File: src/rtl/pe_window_mac.sv
// pe_window_mac -- windowed 1-D convolution processing element.
//
// Streams signed activations into a shift buffer, then spends K cycles
// (K = 3 or 5 taps) accumulating WINDOW parallel dot products. Each window
// is presented as one wide psum_data word under a valid/ready handshake.
// The last K-1 activations of a window are reused by the next one, so only
// the first window of a job needs WINDOW+K-1 activations.
//
// Ports:
//   clk, rst_n            clock, asynchronous active-low reset
//   start, kernel_mode    begin a job; 0 = 3 taps, 1 = 5 taps
//   num_windows           windows per job (0 = immediate done)
//   wt_in                 KMAX signed taps, tap k at [k*BIT_WIDTH +: BIT_WIDTH]
//   act_valid/ready/data  activation stream (accepted only while filling)
//   psum_valid/ready/data WINDOW results, lane i at [i*PSUM_WIDTH +: PSUM_WIDTH]
//   flush                 synchronous abort back to IDLE
//   busy, done            not idle; one-cycle end-of-job pulse
//
// Build option: define PE_WINDOW_RELU_EN to clamp each lane at zero on the
// output and to saturate accumulation instead of wrapping.

module pe_window_mac_lane #(
  parameter int BW = 8,
  parameter int PW = 32
) (
  input  logic          clk,
  input  logic          rst_n,
  input  logic          clr_i,
  input  logic          en_i,
  input  logic [BW-1:0] w_i,
  input  logic [BW-1:0] a_i,
  output logic [PW-1:0] psum_o
);
  logic signed [2*BW-1:0] prod;
  logic signed [PW-1:0]   prod_x, sum, acc_q, acc_d;

  always_comb begin
    prod   = $signed(w_i) * $signed(a_i);
    prod_x = {{(PW-2*BW){prod[2*BW-1]}}, prod};
    sum    = acc_q + prod_x;
    acc_d  = sum;
`ifdef PE_WINDOW_RELU_EN
    // Same-sign operands producing an opposite-sign sum means overflow.
    if (!acc_q[PW-1] && !prod_x[PW-1] && sum[PW-1])
      acc_d = {1'b0, {(PW-1){1'b1}}};
    else if (acc_q[PW-1] && prod_x[PW-1] && !sum[PW-1])
      acc_d = {1'b1, {(PW-1){1'b0}}};
`endif
  end

  always_ff @(posedge clk or negedge rst_n) begin
    if (!rst_n)     acc_q <= '0;
    else if (clr_i) acc_q <= '0;
    else if (en_i)  acc_q <= acc_d;
  end

`ifdef PE_WINDOW_RELU_EN
  assign psum_o = acc_q[PW-1] ? '0 : acc_q;
`else
  assign psum_o = acc_q;
`endif
endmodule

module pe_window_mac #(
  parameter int BIT_WIDTH  = 8,
  parameter int WINDOW     = 6,
  parameter int PSUM_WIDTH = 32,
  parameter int KMAX       = 5
) (
  input  logic                         clk,
  input  logic                         rst_n,
  input  logic                         start,
  input  logic                         kernel_mode,
  input  logic [15:0]                  num_windows,
  input  logic [KMAX*BIT_WIDTH-1:0]    wt_in,
  input  logic                         act_valid,
  output logic                         act_ready,
  input  logic [BIT_WIDTH-1:0]         act_data,
  output logic                         psum_valid,
  input  logic                         psum_ready,
  output logic [WINDOW*PSUM_WIDTH-1:0] psum_data,
  input  logic                         flush,
  output logic                         busy,
  output logic                         done
);
  localparam int NBUF = WINDOW + KMAX - 1;
  localparam int IW   = $clog2(NBUF);
  localparam int KW   = $clog2(KMAX);
  localparam int FW   = $clog2(NBUF + 1);

  typedef enum logic [1:0] {S_IDLE, S_FILL, S_COMPUTE, S_OUT} state_e;
  state_e state_q, state_d;

  logic                              k5_q;
  logic [15:0]                       nwin_q, win_cnt_q;
  logic [KMAX-1:0][BIT_WIDTH-1:0]    wt_q;
  logic [NBUF-1:0][BIT_WIDTH-1:0]    abuf_q;   // newest entry at NBUF-1
  logic [FW-1:0]                     fill_cnt_q, need;
  logic [KW-1:0]                     tap_q;
  logic                              done_q;
  logic                              acc_take, fill_last, k_last, hs, win_last;
  logic                              lane_clr, lane_en;
  logic [IW-1:0]                     off;

  assign acc_take = act_valid && act_ready;
  assign hs       = psum_valid && psum_ready;
  assign win_last = (win_cnt_q + 16'd1) == nwin_q;
  assign k_last   = tap_q == (k5_q ? KW'(4) : KW'(2));
  // Fewer taps leave the oldest buffer slots unused; skip past them.
  assign off      = IW'(k5_q ? KMAX - 5 : KMAX - 3);

  always_comb begin
    need = FW'(WINDOW);
    if (win_cnt_q == 16'd0) need = k5_q ? FW'(WINDOW + 4) : FW'(WINDOW + 2);
  end
  assign fill_last = acc_take && (fill_cnt_q == FW'(need - FW'(1)));

  always_ff @(posedge clk or negedge rst_n) begin
    if (!rst_n) state_q <= S_IDLE;
    else        state_q <= state_d;
  end

  always_comb begin
    state_d    = state_q;
    act_ready  = state_q == S_FILL;
    psum_valid = state_q == S_OUT;
    busy       = state_q != S_IDLE;
    if (flush) state_d = S_IDLE;
    else begin
      case (state_q)
        S_IDLE:    if (start && num_windows != 16'd0) state_d = S_FILL;
        S_FILL:    if (fill_last) state_d = S_COMPUTE;
        S_COMPUTE: if (k_last) state_d = S_OUT;
        S_OUT:     if (hs) state_d = win_last ? S_IDLE : S_FILL;
        default:   state_d = S_IDLE;
      endcase
    end
  end

  always_ff @(posedge clk or negedge rst_n) begin
    if (!rst_n) begin
      k5_q <= 1'b0; nwin_q <= '0; win_cnt_q <= '0; wt_q <= '0;
      abuf_q <= '0; fill_cnt_q <= '0; tap_q <= '0; done_q <= 1'b0;
    end else if (flush) begin
      win_cnt_q <= '0; abuf_q <= '0; fill_cnt_q <= '0; tap_q <= '0;
      done_q <= 1'b0;
    end else begin
      done_q <= 1'b0;
      case (state_q)
        S_IDLE: if (start) begin
          k5_q      <= kernel_mode;
          wt_q      <= wt_in;
          nwin_q    <= num_windows;
          win_cnt_q <= '0;
          fill_cnt_q <= '0;
          done_q    <= num_windows == 16'd0;
        end
        S_FILL: if (acc_take) begin
          abuf_q     <= {act_data, abuf_q[NBUF-1:1]};
          fill_cnt_q <= fill_last ? '0 : fill_cnt_q + FW'(1);
          tap_q      <= '0;
        end
        S_COMPUTE: tap_q <= k_last ? '0 : tap_q + KW'(1);
        S_OUT: if (hs) begin
          win_cnt_q <= win_cnt_q + 16'd1;
          done_q    <= win_last;
        end
        default: ;
      endcase
    end
  end

  assign done     = done_q;
  assign lane_clr = flush || (state_q == S_FILL && fill_last);
  assign lane_en  = state_q == S_COMPUTE;

  for (genvar i = 0; i < WINDOW; i++) begin : g_lane
    logic [IW-1:0] idx;
    assign idx = IW'(i) + IW'(tap_q) + off;
    pe_window_mac_lane #(.BW(BIT_WIDTH), .PW(PSUM_WIDTH)) u_lane (
      .clk    (clk),
      .rst_n  (rst_n),
      .clr_i  (lane_clr),
      .en_i   (lane_en),
      .w_i    (wt_q[tap_q]),
      .a_i    (abuf_q[idx]),
      .psum_o (psum_data[i*PSUM_WIDTH +: PSUM_WIDTH])
    );
  end
endmodule

File: config.mk
export PLATFORM = sky130hd
export DESIGN_NAME = pe_window_mac
export DESIGN_NICKNAME = d
export VERILOG_FILES = /design/src/rtl/pe_window_mac.sv
export SDC_FILE = /design/constraint.sdc
export NUM_CORES = 2
export LEC_CHECK = 0
export ABC_CLOCK_PERIOD_IN_PS = 11150
export BUFFER_PORTS_ARGS = -buffer_cell sky130_fd_sc_hd__buf_4
export CAP_MARGIN = 40
export CORE_UTILIZATION = 45
export DETAILED_ROUTE_END_ITERATION = 7
export SLEW_MARGIN = 25
export SYNTH_ARGS = -nofsm -noshare
export SYNTH_HDL_FRONTEND = slang
export SYNTH_SLANG_ARGS = --single-unit
File: constraint.sdc
create_clock -name clk -period 11.15 [get_ports clk]
set_input_delay 2.23 -clock clk [delete_from_list [all_inputs] [get_ports clk]]
set_output_delay 2.23 -clock clk [all_outputs]
set_load 0.005 [all_outputs]
==> results by group <==
Clock tree
  • Setup bufs post-CTS: 0
  • H-tree Lvls: 2
  • Num Clock Sinks: ~360
  • PostCTS Resize Cnt: 0
  • CTS max path bufs: 3
  • TritonCTS clock tree: yes
  • Worst-path clk slew: 0.07 ns
  • CTS buffer count: between 40 and 50
  • Post-CTS Hold Buffers: 0
  • Clk root buf: clkbuf_16
  • Clk Latency, worst-skew pair: 0.68 ns

Cells and area
  • Share of layout cells above drive strength 1: between 10% and 20%
  • Fin area: around 0.057 mm²
  • Fin util: between 50 and 60%
  • Post-layout nets: between 6000 and 7000
  • Syn-to-layout area delta: 12.03%

GRT
  • Global Route Usage Sum: 25.43%
  • Antenna violations before repair: 2
  • GR met3 Demand/Resource: between 3 and 4%
  • Overflow after GRT: 0
  • Vias in the first global route: roughly 39000
  • GR Util met1: between 30% and 40%
  • Largest net degree at the start of global routing: around 110
  • First-pass GRT wire length: 224800 µm
  • Global-route met2 utilization: between 40% and 50%
  • Most Used Layer, Global Route: met2

STA
  • Setup Skew: 0.05163 ns
  • Slew Limit Fails: 0
  • Final Hold Fails: 0
  • Setup violations, final: 0
  • Setup tns final: 0 ns
  • Final period util: roughly nine tenths
  • RSZ-0062 raised after global routing: false
  • Crit path time final: between 10 and 15 ns
  • Rel. slew slack: 36.59%
  • Slew @ Worst Pin: around 0.95 ns
  • Max Fclk: 97.50 MHz

Hold path
  • Hold Crit Endpoint: wt_q[19]
  • Worst Hold Class: reg2reg
  • Hold Crit Depth: 1
  • HP Start: wt_q[19]

Critical path
  • R2r setup slk: approximately 0.9 ns
  • Critical path class: reg2reg
  • Data arrival time of the critical path: 10.82 ns
  • Setup crit start kind: flop
  • Reg2reg path depth: 27
  • Req. time, crit path: 11.71 ns
  • RR Startpoint: k5_q
  • Critical R2R Capture: g_lane[3].u_lane.psum_o[31]
  • CP Capture Type: flop
  • Worst-path fanout max: 17
  • Slowest Stage Delay on Critical Path: ~0.81 ns
  • Slowest cell on crit path: fa_1

Placed design
  • Final HPWL DP: roughly 110000 µm
  • Placer Congestion: about 0.90
  • Placed cell area: around 0.055 mm²
  • Input/output buffers: 266

Drt
  • Drt pass-1 iters: 6
  • DRC: 0
  • Vias: ~38000
  • Drt via density: 5.508
  • Initial drt markers: between 2000 and 3000
  • Routed wire length: around 140000 µm
  • Wirelength per Cell: about 20 µm
  • ANT nets after route: 0

Job
  • Max-cap violations: 0

Synthesis
  • Ys flop type: dfrtp_1
  • Post-synth EDFFs: 0
  • Post-synthesis cell area: roughly 0.051 mm²
  • Leading area contributor after synthesis: fa_1
  • FFs w/ async S/R, synth: 100.0%
  • Area share of the largest cell type after synthesis: 32.44%
  • Post-Syn Instances: around 5100
  • Netlist cell types: 85
  • #FFs+latches synth: 355
  • Synth warn: 0
  • Syn avg cell area: 9.913 µm²
  • Leading post-synthesis cells by cell area: fa_1 32%, dfrtp_1 18%, ha_1 11%
  • Sequential fraction of the synthesis area: 17.58%
  • Syn_nets: around 6400

Power and ir drop
  • Max VDD drop: 0.0006846 V
  • P_leak: around 30 nW
  • Power Dens Cells: 274.0 mW/mm²
  • Total Power: roughly 0.016 W

Die
  • Die Y-Extent: 337.1 µm
  • Initial Util: between 40 and 50%
  • Die ar.: roughly 0.11 mm²
  • Cell Rows: roughly 120
  • # IOs: approximately 270
  • Core footprint: about 0.11 mm²
  • Die width: 337.1 µm

Outcome
  • Outcome: finished, final reports clean
[power breakdown]
group | switching [W] | leakage [nW] | internal [W]
Sequential | 0.000165 | 4.82 | 0.00145
Combinational | 0.00718 | 24.2 | 0.00494
Clock | 0.000723 | 0.862 | 0.00105
[per-layer routing]
| metal | part of all wire, % | wire length [µm] |
|---|---|---|
| met1 | 45 | 62230 |
| met2 | 47 | 64760 |
| met3 | 5.7 | 7946 |
| met4 | 3.0 | 4110 |
| met5 | 0 | 0 |
[sequential cells by signal, summed over array words and instances, names as in the netlist]
signal / flops
abuf_q: 80
k5_q: 1
win_cnt_q: 16
g_lane.u_lane.psum_o: 192
state_q: 2
nwin_q: 16
tap_q: 3
fill_cnt_q: 4
wt_q: 40
done: 1
[worst max path at each step]
| stage | slack, ns | startpoint | endpoint |
|---|---|---|---|
| final | 0.89 | k5_q | g_lane[3].u_lane.psum_o[31] |
| after global placement | 1.17 | k5_q | g_lane[3].u_lane.psum_o[31] |
| after detailed placement | 1.08 | k5_q | g_lane[3].u_lane.psum_o[31] |
| after CTS | 1.02 | k5_q | g_lane[3].u_lane.psum_o[31] |
| after global routing | 0.45 | k5_q | g_lane[3].u_lane.psum_o[31] |
| after floorplan | 1.89 | tap_q[1] | g_lane[1].u_lane.psum_o[30] |
[logic make-up (layout without fill, tap and decap cells)]
kind of cell | Yosys count | count (layout) | synth area share [%]
other cells | 0 | 1 | 0
xor+xnor | 159 | 159 | 2.756
buf+inv | 1087 | 1361 | 8.116
flops | 355 | 355 | 17.58
mux | 276 | 276 | 6.933
simple gates | 1137 | 1137 | 10.28
fa+ha+maj | 1254 | 1254 | 43.21
compound gates | 830 | 830 | 11.12
[worst max-delay path, delay by kind of cell, from the launching register on]
| kind | cells | cell delay [ns] |
|---|---|---|
| AND/OR/NAND/NOR | 4 | 2.01 |
| adder cells (fa/ha/maj) | 9 | 3.97 |
| flip-flops | 1 | 0.54 |
| AO/OA/AOI/OAI | 7 | 2.49 |
| multiplexers | 1 | 0.19 |
| buffers and inverters | 6 | 0.91 |
[per-stage QoR]
step | cells | setup WS, ns | hold slack, ns
floorplan | 5098 | 1.886 | 0.4787
global placement | 6747 | 1.171 | 0.4854
detailed placement | 6757 | 1.076 | 0.4921
CTS | 6847 | 1.025 | 0.5063
global route | 6860 | 0.4451 | 0.5098
finish | 6861 | 0.8933 | 0.5046
[cells in the final DEF, fill, tap and decap left out, types with 116 or more instances in the layout]
cell type    n
ha_1       433
a21oi_1    205
nor2_1     489
dfrtp_1    354
buf_4      349
fa_1       819
mux2i_1    161
o21ai_0    123
xnor2_1    116
nand2_1    247
inv_1      894
[synthesized netlist by cell type (29+ instances only)]
| cell | n |
|---|---|
| o21a_1 | 41 |
| mux2_2 | 62 |
| nor2_1 | 492 |
| xnor2_1 | 116 |
| and2_1 | 33 |
| fa_1 | 819 |
| nand3_1 | 71 |
| mux4_2 | 53 |
| a22o_1 | 86 |
| ha_1 | 435 |
| nor2b_1 | 31 |
| xor2_1 | 43 |
| a21oi_1 | 207 |
| mux2i_1 | 161 |
| nand2b_1 | 46 |
| nand2_1 | 249 |
| inv_1 | 895 |
| a211oi_1 | 46 |
| o21ai_0 | 123 |
| o31ai_1 | 29 |
| dfrtp_1 | 355 |
| a21o_1 | 75 |
| clkbuf_1 | 147 |
| nor3_1 | 67 |
[layout make-up]
type	instances	area, µm²
flip-flops and latches	355	8887
inverters	897	3372
well taps	1488	1862
repair buffers	374	3007
clock inverters	34	498.0
clock buffers	56	1291
fillers	10310	54360
multi-input cells	3656	37700
diodes	1	2.502
Note: power is estimated with default switching activity, not from simulation.
